$ cat config.mk
export PLATFORM = sky130hd
export DESIGN_NAME = apb_master_flat
export DESIGN_NICKNAME = d
export VERILOG_FILES = /design/src/rtl/apb_master_pkg.sv /design/src/rtl/apb_master_if.sv /design/src/rtl/apb_wait_timer.sv /design/src/rtl/apb_master.sv /design/src/flat_wrapper.sv
export SDC_FILE = /design/constraint.sdc
export NUM_CORES = 1
export LEC_CHECK = 0
export ABC_CLOCK_PERIOD_IN_PS = 2500
export CAP_MARGIN = 40
export CORE_UTILIZATION = 25
export CTS_CLUSTER_DIAMETER = 120
export DETAILED_ROUTE_END_ITERATION = 8
export DONT_BUFFER_PORTS = 1
export PLACE_DENSITY = 0.4
export SYNTH_ARGS = -nofsm -noshare
export SYNTH_HDL_FRONTEND = slang
export SYNTH_SLANG_ARGS = --single-unit
$ cat constraint.sdc
create_clock -name pclk -period 2.5 [get_ports pclk]
set_input_delay 0.25 -clock pclk [delete_from_list [all_inputs] [get_ports pclk]]
set_output_delay 0.25 -clock pclk [all_outputs]
set_load 0.02 [all_outputs]
$ cat src/rtl/apb_master_pkg.sv
// Shared types and helpers for the APB initiator: FSM states, response record,
// and the address-alignment width helper.
package apb_master_pkg;

    localparam int unsigned APB_MAX_ADDR_WIDTH = 32;
    localparam int unsigned APB_MAX_DATA_WIDTH = 32;

    typedef enum logic [1:0] {
        IDLE,
        SETUP,
        ACCESS,
        RESP
    } apb_state_t;

    typedef struct packed {
        logic [APB_MAX_DATA_WIDTH-1:0] rdata;
        logic                          err;
        logic                          timeout;
    } apb_rsp_t;

    // Number of low address bits that must be zero for a full-width access.
    function automatic int unsigned addr_lsb_bits(input int unsigned data_width);
        return $clog2(data_width / 8);
    endfunction

endpackage

$ cat src/rtl/apb_master_if.sv
// Command/response stream plus APB bus signals of the APB initiator.
// The master modport is the initiator's view; slave is the environment's view.
interface apb_master_if #(
    parameter int unsigned ADDR_WIDTH = 16,
    parameter int unsigned DATA_WIDTH = 32
);

    logic                  cmd_valid;
    logic                  cmd_ready;
    logic                  cmd_write;
    logic [ADDR_WIDTH-1:0] cmd_addr;
    logic [DATA_WIDTH-1:0] cmd_wdata;

    logic                  rsp_valid;
    logic                  rsp_ready;
    logic [DATA_WIDTH-1:0] rsp_rdata;
    logic                  rsp_err;
    logic                  rsp_timeout;

    logic [ADDR_WIDTH-1:0] paddr;
    logic                  pwrite;
    logic                  psel;
    logic                  penable;
    logic [DATA_WIDTH-1:0] pwdata;
    logic                  pready;
    logic [DATA_WIDTH-1:0] prdata;
    logic                  pslverr;

    modport master (
        input  cmd_valid, cmd_write, cmd_addr, cmd_wdata, rsp_ready,
        input  pready, prdata, pslverr,
        output cmd_ready, rsp_valid, rsp_rdata, rsp_err, rsp_timeout,
        output paddr, pwrite, psel, penable, pwdata
    );

    modport slave (
        output cmd_valid, cmd_write, cmd_addr, cmd_wdata, rsp_ready,
        output pready, prdata, pslverr,
        input  cmd_ready, rsp_valid, rsp_rdata, rsp_err, rsp_timeout,
        input  paddr, pwrite, psel, penable, pwdata
    );

endinterface

$ cat src/rtl/apb_wait_timer.sv
// ACCESS wait-state counter. expired flags the waiting cycle that would bring
// the count to TIMEOUT_CYCLES; TIMEOUT_CYCLES=0 disables it entirely.
module apb_wait_timer #(
    parameter int unsigned TIMEOUT_CYCLES = 16
) (
    input  logic pclk,
    input  logic preset_n,
    input  logic clr,
    input  logic inc,
    output logic expired
);

    if (TIMEOUT_CYCLES == 0) begin : g_off
        assign expired = 1'b0;
    end else begin : g_on
        localparam int unsigned CntW = $clog2(TIMEOUT_CYCLES + 1);
        localparam logic [CntW-1:0] Limit = CntW'(TIMEOUT_CYCLES - 1);
        localparam logic [CntW-1:0] Max   = CntW'(TIMEOUT_CYCLES);

        logic [CntW-1:0] cnt_q, cnt_d;

        always_comb begin
            cnt_d = cnt_q;
            if (clr) begin
                cnt_d = '0;
            end else if (inc && (cnt_q != Max)) begin
                cnt_d = cnt_q + 1'b1;
            end
        end

        always_ff @(posedge pclk or negedge preset_n) begin
            if (!preset_n) begin
                cnt_q <= '0;
            end else begin
                cnt_q <= cnt_d;
            end
        end

        assign expired = inc && (cnt_q == Limit);
    end

endmodule

$ cat src/rtl/apb_master.sv
// APB initiator: turns a single-outstanding command/response stream into
// SETUP/ACCESS transfers, with alignment check, wait timeout and back-pressure.
module apb_master
    import apb_master_pkg::*;
#(
    parameter int unsigned ADDR_WIDTH     = 16,
    parameter int unsigned DATA_WIDTH     = 32,
    parameter int unsigned TIMEOUT_CYCLES = 16
) (
    input  logic         pclk,
    input  logic         preset_n,
    apb_master_if.master bus
);

    localparam int unsigned LsbW = addr_lsb_bits(DATA_WIDTH);
    localparam logic [ADDR_WIDTH-1:0] AlignMask = ADDR_WIDTH'((1 << LsbW) - 1);

    apb_state_t            state_q, state_d;
    logic [ADDR_WIDTH-1:0] paddr_q, paddr_d;
    logic                  pwrite_q, pwrite_d;
    logic [DATA_WIDTH-1:0] pwdata_q, pwdata_d;
    logic                  psel_q, psel_d;
    logic                  penable_q, penable_d;
    logic                  rsp_valid_q, rsp_valid_d;
    apb_rsp_t              rsp_q, rsp_d;

    logic cmd_fire, misaligned;
    logic timer_clr, timer_inc, timer_expired;

    assign misaligned = (bus.cmd_addr & AlignMask) != '0;
    assign cmd_fire   = bus.cmd_valid && (state_q == IDLE);
    assign timer_clr  = cmd_fire && !misaligned;
    assign timer_inc  = (state_q == ACCESS) && !bus.pready;

    apb_wait_timer #(
        .TIMEOUT_CYCLES(TIMEOUT_CYCLES)
    ) u_wait_timer (
        .pclk    (pclk),
        .preset_n(preset_n),
        .clr     (timer_clr),
        .inc     (timer_inc),
        .expired (timer_expired)
    );

    always_comb begin
        state_d  = state_q;
        paddr_d  = paddr_q;
        pwrite_d = pwrite_q;
        pwdata_d = pwdata_q;
        rsp_d    = rsp_q;

        unique case (state_q)
            IDLE: begin
                if (bus.cmd_valid) begin
                    paddr_d  = bus.cmd_addr;
                    pwrite_d = bus.cmd_write;
                    pwdata_d = bus.cmd_write ? bus.cmd_wdata : '0;
                    if (misaligned) begin
                        state_d = RESP;
                        rsp_d   = '{rdata: '0, err: 1'b1, timeout: 1'b0};
                    end else begin
                        state_d = SETUP;
                    end
                end
            end
            SETUP: state_d = ACCESS;
            ACCESS: begin
                // A pready in the expiry cycle still completes normally.
                if (bus.pready) begin
                    state_d       = RESP;
                    rsp_d.rdata   = (pwrite_q || bus.pslverr) ? '0
                                                              : APB_MAX_DATA_WIDTH'(bus.prdata);
                    rsp_d.err     = bus.pslverr;
                    rsp_d.timeout = 1'b0;
                end else if (timer_expired) begin
                    state_d = RESP;
                    rsp_d   = '{rdata: '0, err: 1'b1, timeout: 1'b1};
                end
            end
            RESP: begin
                if (bus.rsp_ready) begin
                    state_d = IDLE;
                    rsp_d   = '0;
                end
            end
            default: state_d = IDLE;
        endcase

        // Bus controls are registered images of the next state.
        psel_d      = (state_d == SETUP) || (state_d == ACCESS);
        penable_d   = (state_d == ACCESS);
        rsp_valid_d = (state_d == RESP);
    end

    always_ff @(posedge pclk or negedge preset_n) begin
        if (!preset_n) begin
            state_q     <= IDLE;
            paddr_q     <= '0;
            pwrite_q    <= 1'b0;
            pwdata_q    <= '0;
            psel_q      <= 1'b0;
            penable_q   <= 1'b0;
            rsp_valid_q <= 1'b0;
            rsp_q       <= '0;
        end else begin
            state_q     <= state_d;
            paddr_q     <= paddr_d;
            pwrite_q    <= pwrite_d;
            pwdata_q    <= pwdata_d;
            psel_q      <= psel_d;
            penable_q   <= penable_d;
            rsp_valid_q <= rsp_valid_d;
            rsp_q       <= rsp_d;
        end
    end

    assign bus.cmd_ready   = preset_n && (state_q == IDLE);
    assign bus.paddr       = paddr_q;
    assign bus.pwrite      = pwrite_q;
    assign bus.pwdata      = pwdata_q;
    assign bus.psel        = psel_q;
    assign bus.penable     = penable_q;
    assign bus.rsp_valid   = rsp_valid_q;
    assign bus.rsp_rdata   = rsp_q.rdata[DATA_WIDTH-1:0];
    assign bus.rsp_err     = rsp_q.err;
    assign bus.rsp_timeout = rsp_q.timeout;

endmodule

$ cat src/flat_wrapper.sv
// flat-port wrapper written by rule: the top's interface ports become plain ports
module apb_master_flat import apb_master_pkg::*;
#(
    parameter int unsigned ADDR_WIDTH     = 16,
    parameter int unsigned DATA_WIDTH     = 32,
    parameter int unsigned TIMEOUT_CYCLES = 16
)
  (pclk, preset_n, bus_cmd_valid, bus_cmd_write, bus_cmd_addr, bus_cmd_wdata, bus_rsp_ready, bus_pready, bus_prdata, bus_pslverr, bus_cmd_ready, bus_rsp_valid, bus_rsp_rdata, bus_rsp_err, bus_rsp_timeout, bus_paddr, bus_pwrite, bus_psel, bus_penable, bus_pwdata);
  apb_master_if #(.ADDR_WIDTH(ADDR_WIDTH), .DATA_WIDTH(DATA_WIDTH)) bus_i ();
  input  logic pclk;
  input  logic preset_n;
  input wire logic [$bits(bus_i.cmd_valid)-1:0] bus_cmd_valid;
  input wire logic [$bits(bus_i.cmd_write)-1:0] bus_cmd_write;
  input wire logic [$bits(bus_i.cmd_addr)-1:0] bus_cmd_addr;
  input wire logic [$bits(bus_i.cmd_wdata)-1:0] bus_cmd_wdata;
  input wire logic [$bits(bus_i.rsp_ready)-1:0] bus_rsp_ready;
  input wire logic [$bits(bus_i.pready)-1:0] bus_pready;
  input wire logic [$bits(bus_i.prdata)-1:0] bus_prdata;
  input wire logic [$bits(bus_i.pslverr)-1:0] bus_pslverr;
  output wire logic [$bits(bus_i.cmd_ready)-1:0] bus_cmd_ready;
  output wire logic [$bits(bus_i.rsp_valid)-1:0] bus_rsp_valid;
  output wire logic [$bits(bus_i.rsp_rdata)-1:0] bus_rsp_rdata;
  output wire logic [$bits(bus_i.rsp_err)-1:0] bus_rsp_err;
  output wire logic [$bits(bus_i.rsp_timeout)-1:0] bus_rsp_timeout;
  output wire logic [$bits(bus_i.paddr)-1:0] bus_paddr;
  output wire logic [$bits(bus_i.pwrite)-1:0] bus_pwrite;
  output wire logic [$bits(bus_i.psel)-1:0] bus_psel;
  output wire logic [$bits(bus_i.penable)-1:0] bus_penable;
  output wire logic [$bits(bus_i.pwdata)-1:0] bus_pwdata;
  assign bus_i.cmd_valid = bus_cmd_valid;
  assign bus_i.cmd_write = bus_cmd_write;
  assign bus_i.cmd_addr = bus_cmd_addr;
  assign bus_i.cmd_wdata = bus_cmd_wdata;
  assign bus_i.rsp_ready = bus_rsp_ready;
  assign bus_i.pready = bus_pready;
  assign bus_i.prdata = bus_prdata;
  assign bus_i.pslverr = bus_pslverr;
  assign bus_cmd_ready = bus_i.cmd_ready;
  assign bus_rsp_valid = bus_i.rsp_valid;
  assign bus_rsp_rdata = bus_i.rsp_rdata;
  assign bus_rsp_err = bus_i.rsp_err;
  assign bus_rsp_timeout = bus_i.rsp_timeout;
  assign bus_paddr = bus_i.paddr;
  assign bus_pwrite = bus_i.pwrite;
  assign bus_psel = bus_i.psel;
  assign bus_penable = bus_i.penable;
  assign bus_pwdata = bus_i.pwdata;
  apb_master #(.ADDR_WIDTH(ADDR_WIDTH), .DATA_WIDTH(DATA_WIDTH), .TIMEOUT_CYCLES(TIMEOUT_CYCLES)) u_core (.pclk(pclk), .preset_n(preset_n), .bus(bus_i));
endmodule
==> results_dict.tcl <==
set metrics [dict create \
    reg2reg_to "u_core.bus.rsp_rdata[21]$_DFFE_PN0P_" \
    num-fill-cells 1493 \
    core_mm2 0.0146 \
    crit_chain "ha_1 > and3_1 > ha_1 > o31ai_4 > buf_4 > a22o_2" \
    critPathMostFrequentCell "ha_1" \
    finalPower_mw 5.82 \
    drt_iter0_markers 98 \
    syn-cell-area_mm2 0.00374 \
    grt_use_total_pct 11.0 \
    worstSetupEndpoint "u_core.bus.rsp_rdata[21]$_DFFE_PN0P_" \
    synth_edf_count 0 \
    ys_types 33 \
    drive_above_1_share_pct 24.8 \
    io_buffer_count 0 \
    finish.utilization_pct 28.9 \
    cts_tree "done" \
    ir_worst_vdd_mv 0.462 \
    clkLatencyLatePin_ns 0.34 \
    hold_class "in2reg" \
    startpoint_type "flip-flop" \
    worstPathArrival_ns 2.17 \
    dieWidth_um 124 \
    hpwl_mm 5.58 \
    finalClockSkew_ns 0.00837 \
    drv_cap 0 \
    fin_crit_sh_pct 75.6 \
    setup_viol 0 \
    ys_top_cells_by_area "dfrtp_1, a22o_2, nand2_1" \
    tns_ns 0 \
    slew_viol_final 0 \
    drt-total-wl_mm 8.22 \
    seqCellArea_mm2 0.00233 \
    overflow 0 \
    yosysWarnings 0 \
    first_pass_iters 4 \
    powerDensity_mw_per_mm2 1380 \
    boundaryPins 174 \
    grt_pass1_vias 2356 \
    die_height_um 124 \
    postLayoutCellArea_mm2 0.00422 \
    post_cts_resized 0 \
    ys.flop_type "dfrtp_1" \
    initial_core_util_pct 25.7 \
    cp-end-kind "flip-flop" \
    async_flop_share_pct 100 \
    hold_violations 0 \
    path_class "reg2reg" \
    syn_to_final_growth_pct 12.7 \
    p_leak_nw 1.94 \
    r2r_slack_ns 0.61 \
    drc 0 \
    r2r_start "u_core.u_wait_timer.g_on.cnt_q[0]$_DFFE_PN0P_" \
    rsz0062_at_grt "false" \
    cp.required_ns 2.78 \
    gp_congestion 0.683 \
    via_count 2285 \
    slowest_stage "dfrtp_1" \
    ctsHoldBuffers 2 \
    antenna_found_initial 1 \
    clk_pin_slew_ns 0.07 \
    htree_levels 3 \
    worstMarginPinSlew_ns 0.500 \
    avgSynthCellArea_um2 12.3 \
    yosysTopAreaCell "dfrtp_1" \
    diodes 0 \
    design.die.area_mm2 0.0155 \
    postCtsSetupRepairBufs 0 \
    clock-root-buffer "clkbuf_16" \
    min_period_ns 1.89 \
    grt_max_degree 94 \
    postRouteAntennaNets 0 \
    critPathMaxFanout 25 \
    status "finished, final reports clean" \
    fmaxAchievable_mhz 529 \
    place_area_mm2 0.00388 \
    synth_seq_area_share_pct 62.1 \
    cp_num_cells 6 \
    crit_buf_inv 1 \
    synth_seq_cells 93 \
    reg2reg_depth 6 \
    crit_start "u_core.u_wait_timer.g_on.cnt_q[0]$_DFFE_PN0P_" \
    post-synth-top-area-fraction_pct 62.1 \
    cts_buffers 9 \
    syn_inst 304 \
    critPathMaxStageDelay_ns 0.42 \
    rows 44 \
    grt_pass1_wl_mm 13.3 \
    cts.sinks 93 \
    fin_hold_ws_ns 0.0405 \
    fin_nets 394 \
    cp_top_family "compound AO/OA/AOI/OAI gates" \
    synth_fp_nets 396 \
    multi_input_area_mm2 0.00125 \
    relSlewSlack_pct 66.4 \
    routedWlPerCell_um 16.7 \
    clockBufferDepth 2 \
    vias_per_cell 4.65 \
]
==> worst register-to-register path, delay by kind of cell (launching register included) <==
family	cells	cell delay, ns
DFF	1	0.42
and+or+nand+nor	1	0.18
adders and majority gates	2	0.44
buffers and inverters	1	0.32
AOI/OAI and AO/OA	2	0.47
==> placed cells by master (no fill, tap or decap), types with 2 or more instances in the layout <==
| cell type | n |
|---|---|
| nor3_1 | 2 |
| a21oi_1 | 2 |
| dfrtp_1 | 93 |
| ha_1 | 5 |
| a22o_1 | 3 |
| o21ai_0 | 34 |
| mux2i_1 | 3 |
| buf_4 | 3 |
| clkbuf_16 | 9 |
| nor2_1 | 3 |
| inv_1 | 6 |
| inv_6 | 2 |
| a22o_2 | 29 |
| nand2_1 | 67 |
| xnor2_1 | 2 |
| and2_1 | 2 |
| mux2_2 | 17 |
==> report_power, final <==
part	switching (mW)	leakage, nW	total [mW]	internal, mW
Clock	0.596	0.149	1.41	0.810
Combinational	0.593	0.588	1.15	0.558
Sequential	1.16	1.21	3.26	2.10
==> metal layers <==
metal | vias to the layer above | part of all wire [%] | track usage (%)
li1 | 1045 | - | -
met1 | 1096 | 43 | 13.4
met2 | 134 | 43 | 15.9
met3 | 10 | 13 | 6.27
met4 | 0 | 1.6 | 4.46
met5 | - | 0 | 0
==> kinds of logic after synthesis <==
family          Yosys count  synth area share (%)
flops                    93                  62.1
buf+inv                  25                  4.44
simple gates             85                  10.2
fa+ha+maj                 5                  1.67
compound gates           73                  14.8
mux                      21                  6.31
xor+xnor                  2                 0.468
==> cells in the mapped netlist (2+ instances only) <==
cell type,n
dfrtp_1,93
nand2_1,68
o21ai_0,34
a22o_2,29
mux2_2,17
buf_6,9
clkbuf_1,6
inv_1,6
ha_1,5
buf_2,4
a22o_1,3
mux2i_1,3
nor2_1,3
a21oi_1,2
and2_1,2
nor3_1,2
xnor2_1,2
==> worst min path at each step <==
| stage | start | to | slack [ns] | depth (start not counted) |
|---|---|---|---|---|
| after floorplan | preset_n | u_core.bus.paddr[0]$_DFFE_PN0P_ | -0.05 | 0 |
| after global placement | preset_n | u_core.bus.rsp_rdata[14]$_DFFE_PN0P_ | -0.04 | 0 |
| after detailed placement | preset_n | u_core.bus.rsp_rdata[14]$_DFFE_PN0P_ | -0.04 | 0 |
| after CTS | bus_cmd_write | u_core.bus.pwdata[31]$_DFFE_PN0P_ | 0.02 | 2 |
| after global routing | bus_prdata[26] | u_core.bus.rsp_rdata[26]$_DFFE_PN0P_ | 0.02 | 1 |
| final | bus_cmd_write | u_core.bus.pwdata[29]$_DFFE_PN0P_ | 0.04 | 2 |
==> final cells by class <==
type,instances,area share [%]
clock buffers,10,5.66
clock inverters,6,1.63
inverters,6,0.533
multi-input cells,186,29.7
flip-flops and latches,93,55.1
well taps,184,5.45
repair buffers,6,1.90
==> registers in the layout, summed over array words and instances, names as in the netlist, 2 cells and up <==
name / cells
u_core.state_q: 2
u_core.u_wait_timer.g_on.cnt_q: 5
u_core.bus.rsp_rdata: 32
u_core.bus.paddr: 16
u_core.bus.pwdata: 32
==> stage by stage <==
step           setup WS, ns  cells
2_1_floorplan         0.690    304
3_3_place_gp          0.637    473
3_5_place_dp          0.592    473
4_1_cts               0.584    491
5_1_grt               0.496    491
6_report              0.611    491
Note: power is estimated with default switching activity, not from simulation.
